### src/rtl/simmem_reqack_rv_adapter.sv
// REQ/ACK destination-side consumer: acks one word per handshake after AckDelay cycles,
// buffers it in a small FIFO and streams it out as valid/ready. Optional checks: SIMMEM_REQACK_ADAPTER_ASSERT_EN.
module simmem_reqack_rv_adapter #(
    parameter int DataWidth = 32,
    parameter int Depth     = 4,
    parameter int AckDelay  = 2
) (
    input  logic                       clk_i,
    input  logic                       rst_ni,
    input  logic                       req_i,
    input  logic [DataWidth-1:0]       data_i,
    output logic                       ack_o,
    output logic                       out_valid_o,
    input  logic                       out_ready_i,
    output logic [DataWidth-1:0]       out_data_o,
    output logic [$clog2(Depth+1)-1:0] occupancy_o
);

    localparam int PtrW = $clog2(Depth);
    localparam int OccW = $clog2(Depth+1);
    localparam int CntW = (AckDelay > 0) ? $clog2(AckDelay+1) : 1;

    localparam logic [1:0] ST_IDLE  = 2'd0;
    localparam logic [1:0] ST_DELAY = 2'd1;
    localparam logic [1:0] ST_GUARD = 2'd2;

    logic [1:0]           r_state;
    logic [CntW-1:0]      r_cnt;
    logic [DataWidth-1:0] r_mem [Depth];
    logic [PtrW-1:0]      r_wr_ptr;
    logic [PtrW-1:0]      r_rd_ptr;
    logic [OccW-1:0]      r_occ;
    logic [DataWidth-1:0] r_last;

    logic w_pop;
    logic w_space;
    logic w_cnt_done;
    logic w_push;

    // A pop in the same cycle frees a slot, so a full FIFO can still accept.
    assign w_pop      = (r_occ != '0) && out_ready_i;
    assign w_space    = (r_occ != OccW'(Depth)) || w_pop;
    assign w_cnt_done = (r_cnt == CntW'(AckDelay));
    assign w_push     = (r_state == ST_DELAY) && req_i && w_cnt_done && w_space;

    assign ack_o       = w_push;
    assign out_valid_o = (r_occ != '0);
    assign out_data_o  = (r_occ != '0) ? r_mem[r_rd_ptr] : r_last;
    assign occupancy_o = r_occ;

    always_ff @(posedge clk_i or negedge rst_ni) begin
        if (!rst_ni) begin
            r_state <= ST_IDLE;
            r_cnt   <= '0;
        end else begin
            case (r_state)
                ST_IDLE: begin
                    r_cnt <= '0;
                    if (req_i) r_state <= ST_DELAY;
                end
                ST_DELAY: begin
                    if (!req_i) begin
                        r_state <= ST_IDLE;
                        r_cnt   <= '0;
                    end else if (w_push) begin
                        r_state <= ST_GUARD;
                        r_cnt   <= '0;
                    end else if (!w_cnt_done) begin
                        r_cnt <= r_cnt + CntW'(1);
                    end
                end
                ST_GUARD: r_state <= ST_IDLE;
                default:  r_state <= ST_IDLE;
            endcase
        end
    end

    always_ff @(posedge clk_i or negedge rst_ni) begin
        if (!rst_ni) begin
            for (int i = 0; i < Depth; i++) r_mem[i] <= '0;
        end else if (w_push) begin
            r_mem[r_wr_ptr] <= data_i;
        end
    end

    always_ff @(posedge clk_i or negedge rst_ni) begin
        if (!rst_ni) begin
            r_wr_ptr <= '0;
            r_rd_ptr <= '0;
            r_occ    <= '0;
            r_last   <= '0;
        end else begin
            if (w_push) r_wr_ptr <= r_wr_ptr + PtrW'(1);
            if (w_pop) begin
                r_rd_ptr <= r_rd_ptr + PtrW'(1);
                r_last   <= r_mem[r_rd_ptr];
            end
            case ({w_push, w_pop})
                2'b10:   r_occ <= r_occ + OccW'(1);
                2'b01:   r_occ <= r_occ - OccW'(1);
                default: r_occ <= r_occ;
            endcase
        end
    end

`ifdef SIMMEM_REQACK_ADAPTER_ASSERT_EN
    a_req_held: assert property (@(posedge clk_i) disable iff (!rst_ni)
        (r_state == ST_DELAY) |-> req_i);
    a_data_stable: assert property (@(posedge clk_i) disable iff (!rst_ni)
        (r_state == ST_DELAY && req_i && $past(req_i)) |-> $stable(data_i));
    a_single_ack: assert property (@(posedge clk_i) disable iff (!rst_ni)
        ack_o |=> !ack_o);
    a_no_overflow: assert property (@(posedge clk_i) disable iff (!rst_ni)
        (w_push && r_occ == OccW'(Depth)) |-> w_pop);
    a_no_underflow: assert property (@(posedge clk_i) disable iff (!rst_ni)
        (out_valid_o && out_ready_i) |-> (r_occ != '0));
`endif

endmodule

### config.mk
export PLATFORM = sky130hd
export DESIGN_NAME = simmem_reqack_rv_adapter
export DESIGN_NICKNAME = d
export VERILOG_FILES = /design/src/rtl/simmem_reqack_rv_adapter.sv
export SDC_FILE = /design/constraint.sdc
export NUM_CORES = 1
export LEC_CHECK = 0
export BUFFER_PORTS_ARGS = -buffer_cell sky130_fd_sc_hd__buf_2
export CAP_MARGIN = 40
export CORE_UTILIZATION = 44
export CTS_CLUSTER_SIZE = 8
export DETAILED_ROUTE_END_ITERATION = 10
export PLACE_DENSITY = 0.61
export SLEW_MARGIN = 5
export SYNTH_ARGS = -nofsm -noshare
export SYNTH_HDL_FRONTEND = slang
export SYNTH_SLANG_ARGS = --single-unit
### constraint.sdc
create_clock -name clk_i -period 2.55 [get_ports clk_i]
set_clock_uncertainty 0.2 [all_clocks]
set_input_delay 0.255 -clock clk_i [delete_from_list [all_inputs] [get_ports clk_i]]
set_output_delay 0.255 -clock clk_i [all_outputs]
set_load 0.02 [all_outputs]
After elaboration in Yosys (flattened, before gate mapping)
Index checks and enable logic that the tools add are counted.
{"block": "word_totals", "output_inout_bits": 37, "mem_count": 0, "mem_bits_ro": 0, "mem_bits_rw": 0, "latch_bits": 0, "register_bits": 171, "wordCells": 56, "in_bits": 36}
{"block": "op_classes", "n_mux": 16, "n_eq_ne": 8, "order_cmp": 3, "add_sub_neg": 5, "multipliers": 0, "div": 0, "n_reduce_logical": 12, "bitwise_logic": 2, "shift": 0}
{"operator": "$bwmux 128", "count": 1}
{"operator": "$mux 32", "count": 4}
{"operator": "$bmux 32 s2", "count": 1}
{"operator": "$demux 32 s2", "count": 1}
{"operator": "$mux 2", "count": 6}
{"operator": "$pmux 2 s2", "count": 2}
{"operator": "$add 2x1->2 const B", "count": 3}
{"operator": "$ge 3x3->1 const B", "count": 2}
{"operator": "$ne 3x3->1 const B", "count": 2}
{"operator": "$not 2->3", "count": 2}
{"operator": "$pmux 3 s2", "count": 1}
{"operator": "$logic_and 1x1->1", "count": 5}
{"operator": "$eq 2x1->1 const B", "count": 2}
{"operator": "$eq 2x2->1 const B", "count": 2}
{"operator": "$ne 4x4->1 const B", "count": 1}
{"operator": "$reduce_and 2->1", "count": 2}
{"operator": "$reduce_bool 2->1", "count": 2}
{"operator": "$add 3x1->3 const B", "count": 1}
{"operator": "$lt 3x1->1 const B", "count": 1}
{"operator": "$reduce_bool 3->1", "count": 1}
{"operator": "$sub 3x1->3 const B", "count": 1}
{"operator": "$logic_not 2->1", "count": 1}
{"operator": "$ne 2x2->1 const B", "count": 1}
{"operator": "$logic_or 1x1->1", "count": 1}

Logic depth before layout (Yosys ltp)
Gate-level depths: netlist of the first run.
{"block": "logic_depth", "word_depth": 7, "mapped_depth": 13, "mapped_depth_nobuf": 11}

Least setup slack after synthesis of the first run
No wires, ideal clock.
{"block": "synth_timing", "path_kind": "reg-to-reg", "startpoint": "register r_occ[0] (netlist: occupancy_o[0])", "endpoint": "register r_occ[2] (netlist: occupancy_o[2])", "t_arrival_ns": 2.519, "stages_incl_launch_ff": 12, "setup_slack_ns": -0.249, "setup_time_ns": 0.080, "path_buffers": 2, "period_less_slack_ns": 2.799, "required_ns": 2.270, "path_cell_list": "dfrtp_1 > or4b_4 > buf_6 > and2_2 > buf_6 > inv_1 > ha_1 > inv_1 > fa_1 > xor2_1 > nor2_1 > xor2_1"}
{"block": "synth_via", "elab_chain_len": 6, "word_cells_on_any_way": 11, "cone_classes": "add/sub: 2; eq/ne: 3; mux: 1; reduce/logical: 5"}
{"item": "start: declaration", "line": "32", "rtl": "logic [OccW-1:0] r_occ;"}
{"item": "start signal: assignment", "line": "99", "rtl": "2'b10: r_occ <= r_occ + OccW'(1);"}
{"item": "start signal: assignment", "line": "100", "rtl": "2'b01: r_occ <= r_occ - OccW'(1);"}
{"item": "start signal: assignment", "line": "101", "rtl": "default: r_occ <= r_occ;"}
{"item": "$reduce_bool 3->1", "line": "41", "rtl": "assign w_pop = (r_occ != '0) && out_ready_i;"}
{"item": "$logic_and 1x1->1", "line": "41"}
{"item": "$logic_or 1x1->1 (*)", "line": "42", "rtl": "assign w_space = (r_occ != OccW'(Depth)) || w_pop;"}
{"item": "$logic_and 1x1->1 (*)", "line": "44", "rtl": "assign w_push = (r_state == ST_DELAY) && req_i && w_cnt_done && w_space;"}
{"item": "via ack_o", "line": "12", "rtl": "output logic ack_o,"}
{"item": "$eq 2x1->1 / $eq 2x2->1 (equally long branches)", "line": "98", "rtl": "case ({w_push, w_pop})"}
{"item": "$pmux 3 s2 / $reduce_bool 2->1 (equally long branches)"}
The timed path passes the listed nets; every way through them passes the cells marked *.
A chain may end at the register's enable or synchronous reset.

Final worst setup path of the first run
{"block": "layout_timing", "startpoint": "register r_rd_ptr[0]", "endpoint": "output out_data_o[29]"}
{"block": "layout_via", "elab_chain_len": 5}
{"item": "start: declaration", "line": "31", "rtl": "logic [PtrW-1:0] r_rd_ptr;"}
{"item": "start signal: assignment", "line": "95", "rtl": "r_rd_ptr <= r_rd_ptr + PtrW'(1);"}
{"item": "$not 2->3 (not written as such)", "line": "48", "rtl": "assign out_data_o = (r_occ != '0) ? r_mem[r_rd_ptr] : r_last;"}
{"item": "$bmux 32 s2", "line": "48"}
{"item": "$mux 32 (not written as such) (2 in series)", "line": "48"}
{"item": "$mux 32", "line": "48"}
{"item": "end: declaration", "line": "15", "rtl": "output logic [DataWidth-1:0] out_data_o,"}
Every way passes these cells. The select of a mux whose other input is x is not followed.

==> results by stage, run 1 <==
STA:
- Setup repair after global routing could not meet its margin everywhere.
- The number of max-slew violations in the final report is 0.
- In the final timing run, aggregate negative setup slack is 0 ns.
- The final-report hold violation count is 0.
- The actual slew at the worst max-slew pin is 0.657 ns.
- The worst max-slew margin expressed relative to the limit is 56.2%.
- The final critical path time including I/O delays and setup is 2.53 ns.
- Setup violations remaining at the end of the flow were counted as 0.
- The maximum clock frequency is 396 MHz.
- The ratio of final minimum period to clock period is 99.1%.

Outcome:
- The flow ran to the end, and the final reports show no timing, DRC or antenna violations.

Setup path:
- Counting stages on the worst path, the most repeated cell is sky130_fd_sc_hd__buf_12.
- Of all nets on the critical path, the largest fanout is 5.
- The peak per-stage delay on the critical path is 0.54 ns.
- On the critical path, the stage with the largest delay is an instance of sky130_fd_sc_hd__mux4_2.
- At the worst endpoint, the required time is 2.10 ns.
- Traced cell by cell, the critical path runs through buf_12, buf_12, mux4_2, mux2_4, buf_6.
- The data arrival time of the critical path is 2.07 ns.
- The worst setup path category is reg -> out.
- STA classifies the critical path endpoint as an output port.
- STA classifies the critical path startpoint as a flip-flop.

Placement:
- The final estimated routing congestion in global placement is 0.753.
- Detailed placement finished with a half-perimeter wire length of 10.3 mm.
- During placement, the flow inserted port buffers numbering 72.

Floorplanning:
- The die outline area is 19500 sq um.
- The floorplan core area is 18300 sq um.
- For this design the top-level I/O count stands at 73.
- The effective utilization at floorplan is 45.6%.
- The die is 140 microns tall.
- The floorplan has 49 rows.
- The die is 140 microns wide.

CTS:
- The clock root buffer master is sky130_fd_sc_hd__clkbuf_16.
- The clock sink count is 171.
- The latest clock arrival within the worst-skew pair is 0.42 ns.
- The buffer depth of the longest clock path is 2.
- The number of CTS-inserted buffers is 17.
- After clock tree synthesis, the clock-pin slew on the worst setup and hold paths is 0.06 ns.
- CTS built an H-tree with a depth of 4.
- The CTS tree is built.

Routing:
- The first detailed-routing pass took 4 iterations.
- The routed layout has 4356 vias.
- The vias per cell is 5.22.
- The routed design has 16.7 mm of wire.
- The number of routed nets with antenna violations is 0.
- The iteration-0 DRC count of the detailed router is 135.
- The number of design rule violations left after detail routing is 0.
- The routed length per placed instance is 20.0 microns.

Global route:
- The via count of the first global-routing pass came to 4892.
- In the global route stage, overall resource usage came out at 18.2%.
- The total overflow left after global routing is 0.
- Entering global routing, the biggest net connects 68 pins.
- The initial antenna violation count is 0.
- The global-route wire length before repair is 26.9 mm.

Cells and area:
- The growth of design area from synthesis to finish is 24.0%.
- The layout cell share with drive strength beyond 1 is 61.9%.
- The footprint of the multi-input gates is 3780 sq um.
- At the end of the flow the core is filled with cells to 56.6%.
- In the final design database the tool counted 637 nets.
- The number of antenna diodes is 0.
- The sequential cells in the finished layout cover a total of 4280 sq um.
- The number of filler instances in the final layout is 1415.

Synth:
- The synthesized design contains 171 register bits.
- Counting every net in the synthesized netlist gives 511.
- During synthesis, Yosys emitted a total of 0 warnings.
- The total standard cell area after synthesis is 8340 sq um.
- The main flop type after synthesis is sky130_fd_sc_hd__dfrtp_1.
- The cell count after synthesis is 468.
- The post-synthesis async set-or-reset flop share is 100%.
- Synthesis instantiated 30 different standard cells from the library.
- The sequential fraction of the synthesis area is 51.3%.
- The count of flip-flops with a built-in enable after synthesis is 0.
- The mean post-synth cell area is 17.8 sq um.

Power and ir drop:
- The largest voltage drop on the vdd net is 0.509 mV.
- The total power divided by cell area is 910 nW/um^2.
- The static power due to leakage is 5.38 nW.

Job:
- The reported max-cap violation count is 0.

Hold path:
- The worst hold-check path type is in -> reg.
## registers in the layout (all words and copies together), names as in the netlist
register / count
r_mem: 128
r_last: 32
occupancy_o: 3
r_cnt: 2
r_rd_ptr: 2
r_state: 2
r_wr_ptr: 2
## routing by layer
layer	wire length, microns	global-route usage [%]
met5	0	0
met4	174	5.26
met3	496	4.30
met2	8190	29.0
met1	7810	24.9
## power by group
| group | switching (W) | total, W | leakage, nW | internal, W |
|---|---|---|---|---|
| clock network | 0.00105 | 0.00291 | 0.324 | 0.00186 |
| logic | 0.00131 | 0.00305 | 2.73 | 0.00174 |
| registers | 0.000272 | 0.00345 | 2.33 | 0.00318 |
## kinds of logic after synthesis
family	after synthesis	synth area share, %
and+or+nand+nor	15	1.94
muxes	226	40.2
buffers and inverters	39	4.46
xor gates and xnor gates	6	0.630
DFF	171	51.3
adders and majority gates	7	1.14
AOI/OAI and AO/OA	4	0.315
## what timing repair did
action                                 4_1_cts  5_1_grt
hold buffers                                34        0
gates cloned                                 1        2
endpoints found under the hold margin      193        0
resized for setup                            8       57
setup endpoints to repair                   32       28
setup buffers                                3        4
pin swaps                                    0        2
## final timing paths
path	start	to	slack [ns]	cells after the start
worst min register to register	r_state[1]$_DFFE_PN0P_	r_state[0]$_DFFE_PN0P_	0.30	1
worst max-delay path	r_rd_ptr[0]$_DFFE_PN0P_	out_data_o[29]	0.02	5
min in group asynchronous	rst_ni	r_mem[38]$_DFFE_PN0P_	0.21	2
worst max register to register	occupancy_o[0]$_DFFE_PN0P_	occupancy_o[2]$_DFFE_PN0P_	0.17	9
worst min-delay path	out_ready_i	r_state[0]$_DFFE_PN0P_	0.13	4
max in group asynchronous	rst_ni	r_mem[15]$_DFFE_PN0P_	1.18	3
## final cells by class
| class | instances | share of cell area [%] |
|---|---|---|
| clock buffer | 20 | 4.32 |
| clock inverter | 11 | 2.09 |
| inverter | 8 | 0.315 |
| multi-input combinational | 258 | 36.5 |
| sequential | 171 | 41.4 |
| tap | 229 | 2.77 |
| timing repair buffer | 138 | 12.6 |
## stage by stage
step | std cells | instance area [sq um] | hold slack, ns | setup slack, ns | power [W]
floorplan | 468 | 8360 | -0.241 | -0.116 | 0.00527
global placement | 761 | 9000 | 0.0981 | 0.189 | 0.00598
detailed placement | 761 | 9000 | 0.115 | 0.123 | 0.00606
CTS | 830 | 10100 | 0.119 | -0.0385 | 0.00923
global route | 835 | 10300 | 0.148 | -0.0415 | 0.00986
finish | 835 | 10300 | 0.125 | 0.0241 | 0.00941
## cell usage in the layout, fill, tap and decap left out, drive strengths merged, types with 2 or more instances in the layout
master / instances
mux2: 192
dfrtp: 171
buf: 102
dlygate4sd3: 34
mux4: 32
clkbuf: 22
inv: 9
bufinv: 6
ha: 6
nand3: 5
clkinv: 4
xnor2: 3
xor2: 3
mux2i: 2
and2: 2
## cells in the mapped netlist, types with 2 or more instances
cell                         n  share of area (%)
sky130_fd_sc_hd__nand3_4     4               0.84
sky130_fd_sc_hd__buf_2      12               0.72
sky130_fd_sc_hd__mux4_2     32                8.6
sky130_fd_sc_hd__ha_1        6               0.90
sky130_fd_sc_hd__clkbuf_1    4               0.18
sky130_fd_sc_hd__xor2_1      3               0.32
sky130_fd_sc_hd__and2_2      2               0.18
sky130_fd_sc_hd__inv_1       8               0.36
sky130_fd_sc_hd__mux2_4    120                 22
sky130_fd_sc_hd__xnor2_1     3               0.32
sky130_fd_sc_hd__dfrtp_1   171                 51
sky130_fd_sc_hd__mux2_2     72                9.7
sky130_fd_sc_hd__buf_12     12                2.9
sky130_fd_sc_hd__buf_6       2               0.27
sky130_fd_sc_hd__mux2i_1     2               0.24
## critical path, delay by kind of cell, from the launching register on
kind | cells | cell delay [ns]
DFF | 1 | 0.42
buffers and inverters | 3 | 0.40
muxes | 2 | 0.82
Power figures use the tool's default switching activity.
==> run 2: changes to the inputs <==
==> constraint.sdc (replaced) <==
create_clock -name clk_i -period 2.55 [get_ports clk_i]
set_clock_uncertainty 0.2 [all_clocks]
set_input_delay 0.51 -clock clk_i [delete_from_list [all_inputs] [get_ports clk_i]]
set_output_delay 0.51 -clock clk_i [all_outputs]
set_load 0.02 [all_outputs]
==> run 2 against run 1 <==
The flow now finishes with violations (negative setup slack). Setup slack worse by 0.23 ns. Die area stayed put. Wire length is 4.1% higher. Largest cell class unchanged. Non-clock buffer count is 17 lower. Register-to-register slack worse by 0.12 ns. Largest power group unchanged. Combinational power is 7.2% higher. Global-route usage is 0.59 points higher. First-iteration DRC count is 32% higher. Sequential power hardly changed. Clock power is 14% lower.
==> results by stage, run 2 (synthesis gave the netlist of run 1 again) <==
CTS:
- The number of CTS-inserted buffers came to 17 (unchanged).
- The clock sink count is 171 (unchanged).
- The CTS tree was built (unchanged).
- The latest clock arrival within the worst-skew pair is 0.42 ns (about the same).
- The post-CTS clock slew at the launch and capture registers of the worst setup and hold paths is 0.07 ns (was 0.06 ns).
- The maximum level of the CTS H-tree was 4 (unchanged).
- The clock root buffer master is sky130_fd_sc_hd__clkbuf_16 (unchanged).
- The buffer depth of the longest clock path was 2 (unchanged).

Routing:
- The routed length per placed instance is 21.2 microns (was 20.0 microns).
- The iteration-0 DRC count of the detailed router is 178 (was 135).
- The number of detailed-routing iterations run before antenna repair is 4 (unchanged).
- The number of routed nets with antenna violations is 0 (unchanged).
- The routed wire length came to 17.3 mm (was 16.7 mm).
- The number of design rule violations left after detail routing is 0 (unchanged).
- The vias per cell came to 5.32 (was 5.22).
- The number of vias in the routed layout was 4352 (was 4356).

Global route:
- The initial antenna violation count is 1 (was 0).
- The global-route total usage across every layer is 18.8% (was 18.2%).
- The largest net degree at the start of global routing is 55 (was 68).
- The global-route wire length before repair is 27.8 mm (was 26.9 mm).
- The remaining global-route overflow is 0 (unchanged).
- The via count of the first global-routing pass is 4953 (was 4892).

STA:
- The final critical path time including I/O delays and setup was 2.76 ns (was 2.53 ns).
- The total of endpoints with negative setup slack in the final report is 33 (was 0).
- The total negative setup slack was -5.53 ns (was 0 ns).
- Unrepaired setup endpoints after global routing: true (unchanged).
- The final-report hold violation count is 0 (unchanged).
- The worst max-slew margin expressed relative to the limit is 60.4% (was 56.2%).
- The ratio of final minimum period to clock period is 108% (was 99.1%).
- The maximum clock frequency is 362 MHz (was 396 MHz).
- The number of max-slew violations in the final report came to 0 (unchanged).
- The actual slew at the worst max-slew pin was 0.595 ns (was 0.657 ns).
- The worst setup margin is -0.209 ns (was 0.0241 ns).

Cells and area:
- The most common cell after layout, fill and taps aside is sky130_fd_sc_hd__dfrtp_1 (unchanged).
- The net count of the finished layout is 620 (was 637).
- Most used cells in the layout excluding fill and tap cells: sky130_fd_sc_hd__dfrtp_1 (167), sky130_fd_sc_hd__mux2_4 (143), sky130_fd_sc_hd__mux2_2 (49) (was sky130_fd_sc_hd__dfrtp_1 (167), sky130_fd_sc_hd__mux2_4 (138), sky130_fd_sc_hd__mux2_2 (54)).
- The number of filler instances in the final layout came to 1449 (was 1415).
- The footprint of the multi-input gates came to 3790 sq um (was 3780 sq um).
- The area of all sequential standard cells is 4280 sq um (unchanged).
- The register with the highest flop count is r_mem (unchanged).
- The growth of design area from synthesis to finish was 22.5% (was 24.0%).
- The number of antenna diodes is 0 (unchanged).
- The layout cell share with drive strength beyond 1 is 66.7% (was 61.9%).
- The flip-flop count of the largest register, all copies and words added is 128 (unchanged).

Power and ir drop:
- The proportion of power drawn by combinational gates is 35.6% (was 32.4%).
- The largest voltage drop on the vdd net is 0.472 mV (was 0.509 mV).
- The static power due to leakage was 5.35 nW (was 5.38 nW).
- The total power divided by cell area is 901 nW/um^2 (was 910 nW/um^2).
- The share of total power consumed by net switching was 30.0% (was 28.0%).
- The switching power summed over all nets is 0.00276 W (was 0.00264 W).
- The internal power summed over all cells is 0.00644 W (was 0.00678 W).
- The share of power burned in the clock network was 27.1% (was 31.0%).
- The portion of total power attributed to sequential cells is 37.4% (was 36.6%).

Job:
- The reported max-cap violation count is 0 (unchanged).

Placement:
- The minimum setup slack after placement was -0.0676 ns (was 0.123 ns).
- The HPWL reported at the end of detailed placement was 10.5 mm (was 10.3 mm).
- The number of buffers inserted by port buffering is 72 (unchanged).
- The final estimated routing congestion in global placement is 0.716 (was 0.753).

Setup path:
- The biggest fanout along the worst timing path is 5 (unchanged).
- The startpoint type of the worst setup path is a flip-flop (unchanged).
- The sort of element at the end of the critical path was an output port (unchanged).
- The worst path required time was 1.84 ns (was 2.10 ns).
- The data arrival time of the critical path is 2.05 ns (was 2.07 ns).
- The worst setup path category is reg -> out (unchanged).

Outcome:
- Run status: complete, but fails checks (was complete, no violations).
- The checks that failed: negative setup slack.

Floorplanning:
- The I/O pin total was 73 (unchanged).
- The width of the chip is 140 microns (unchanged).
- The effective utilization at floorplan is 45.6% (unchanged).
- The die boundary height came to 140 microns (unchanged).
- The floorplan core area is 18300 sq um (unchanged).
- The number of placement rows is 49 (unchanged).
- The die outline area is 19500 sq um (unchanged).

Hold path:
- The worst hold-check path type was in -> reg (unchanged).
[run 2: worst max-delay path, stage by stage (launching register included)]
cell and delay [ns]:
sky130_fd_sc_hd__dfrtp_2 0.42, sky130_fd_sc_hd__buf_6 0.14, sky130_fd_sc_hd__clkbuf_16 0.15, sky130_fd_sc_hd__mux4_2 0.51
sky130_fd_sc_hd__mux2_4 0.28, sky130_fd_sc_hd__buf_6 0.13
[run 2: cell type report]
cell class / count / share of cell area [%]
sequential: 171 / 41.9
inverter: 8 / 0.318
clock inverter: 12 / 1.10
multi-input combinational: 258 / 37.2
tap: 229 / 2.80
timing repair buffer: 121 / 12.2
clock buffer: 19 / 4.43
[run 2: power groups by stage]
stage / Combinational (W) / Sequential, W / Clock (W)
after floorplan: 0.00184 / 0.00342 / 0
after global routing: 0.00348 / 0.00350 / 0.00266
final: 0.00327 / 0.00344 / 0.00249
after global placement: 0.00255 / 0.00348 / 0
after CTS: 0.00307 / 0.00343 / 0.00255
after detailed placement: 0.00260 / 0.00351 / 0
[run 2: repair_timing]
item / CTS / global route
hold buffers: 1 / 0
endpoints found under the hold margin: 48 / 0
endpoints found under the setup margin: 33 / 34
pin swaps: 6 / 2
gates resized for setup: 39 / 48
setup buffers: 10 / 4
cloned: 3 / 3
[run 2: path summary, 6_finish.rpt]
| check | to | start | slack (ns) | depth (start not counted) |
|---|---|---|---|---|
| max in group asynchronous | r_last[21]$_DFFE_PN0P_ | rst_ni | 1.05 | 3 |
| worst max register to register | occupancy_o[2]$_DFFE_PN0P_ | occupancy_o[0]$_DFFE_PN0P_ | 0.05 | 11 |
| worst max-delay path | out_data_o[26] | r_rd_ptr[0]$_DFFE_PN0P_ | -0.21 | 5 |
| worst min register to register | r_state[0]$_DFFE_PN0P_ | r_state[1]$_DFFE_PN0P_ | 0.29 | 1 |
| min in group asynchronous | r_mem[38]$_DFFE_PN0P_ | rst_ni | 0.41 | 2 |
| worst min-delay path | r_mem[62]$_DFFE_PN0P_ | data_i[30] | 0.16 | 2 |
[run 2: routing by layer]
layer | global-route usage [%] | up-vias | wire length (microns)
met1 | 25.4 | 2328 | 8150
met5 | 0 | - | 0
met3 | 3.75 | 17 | 559
li1 | - | 1929 | -
met4 | 5.73 | 0 | 191
met2 | 30.5 | 78 | 8450
[run 2: through the flow]
stage | std cells | hold WS (ns) | power (W) | util, % | instance area [sq um]
finish | 818 | 0.164 | 0.00920 | 55.9 | 10200
global placement | 768 | 0.279 | 0.00603 | 49.9 | 9130
global route | 818 | 0.152 | 0.00964 | 55.9 | 10200
floorplan | 468 | 0.0144 | 0.00527 | - | 8360
detailed placement | 768 | 0.281 | 0.00612 | 49.9 | 9130
CTS | 813 | 0.146 | 0.00905 | 54.7 | 9990
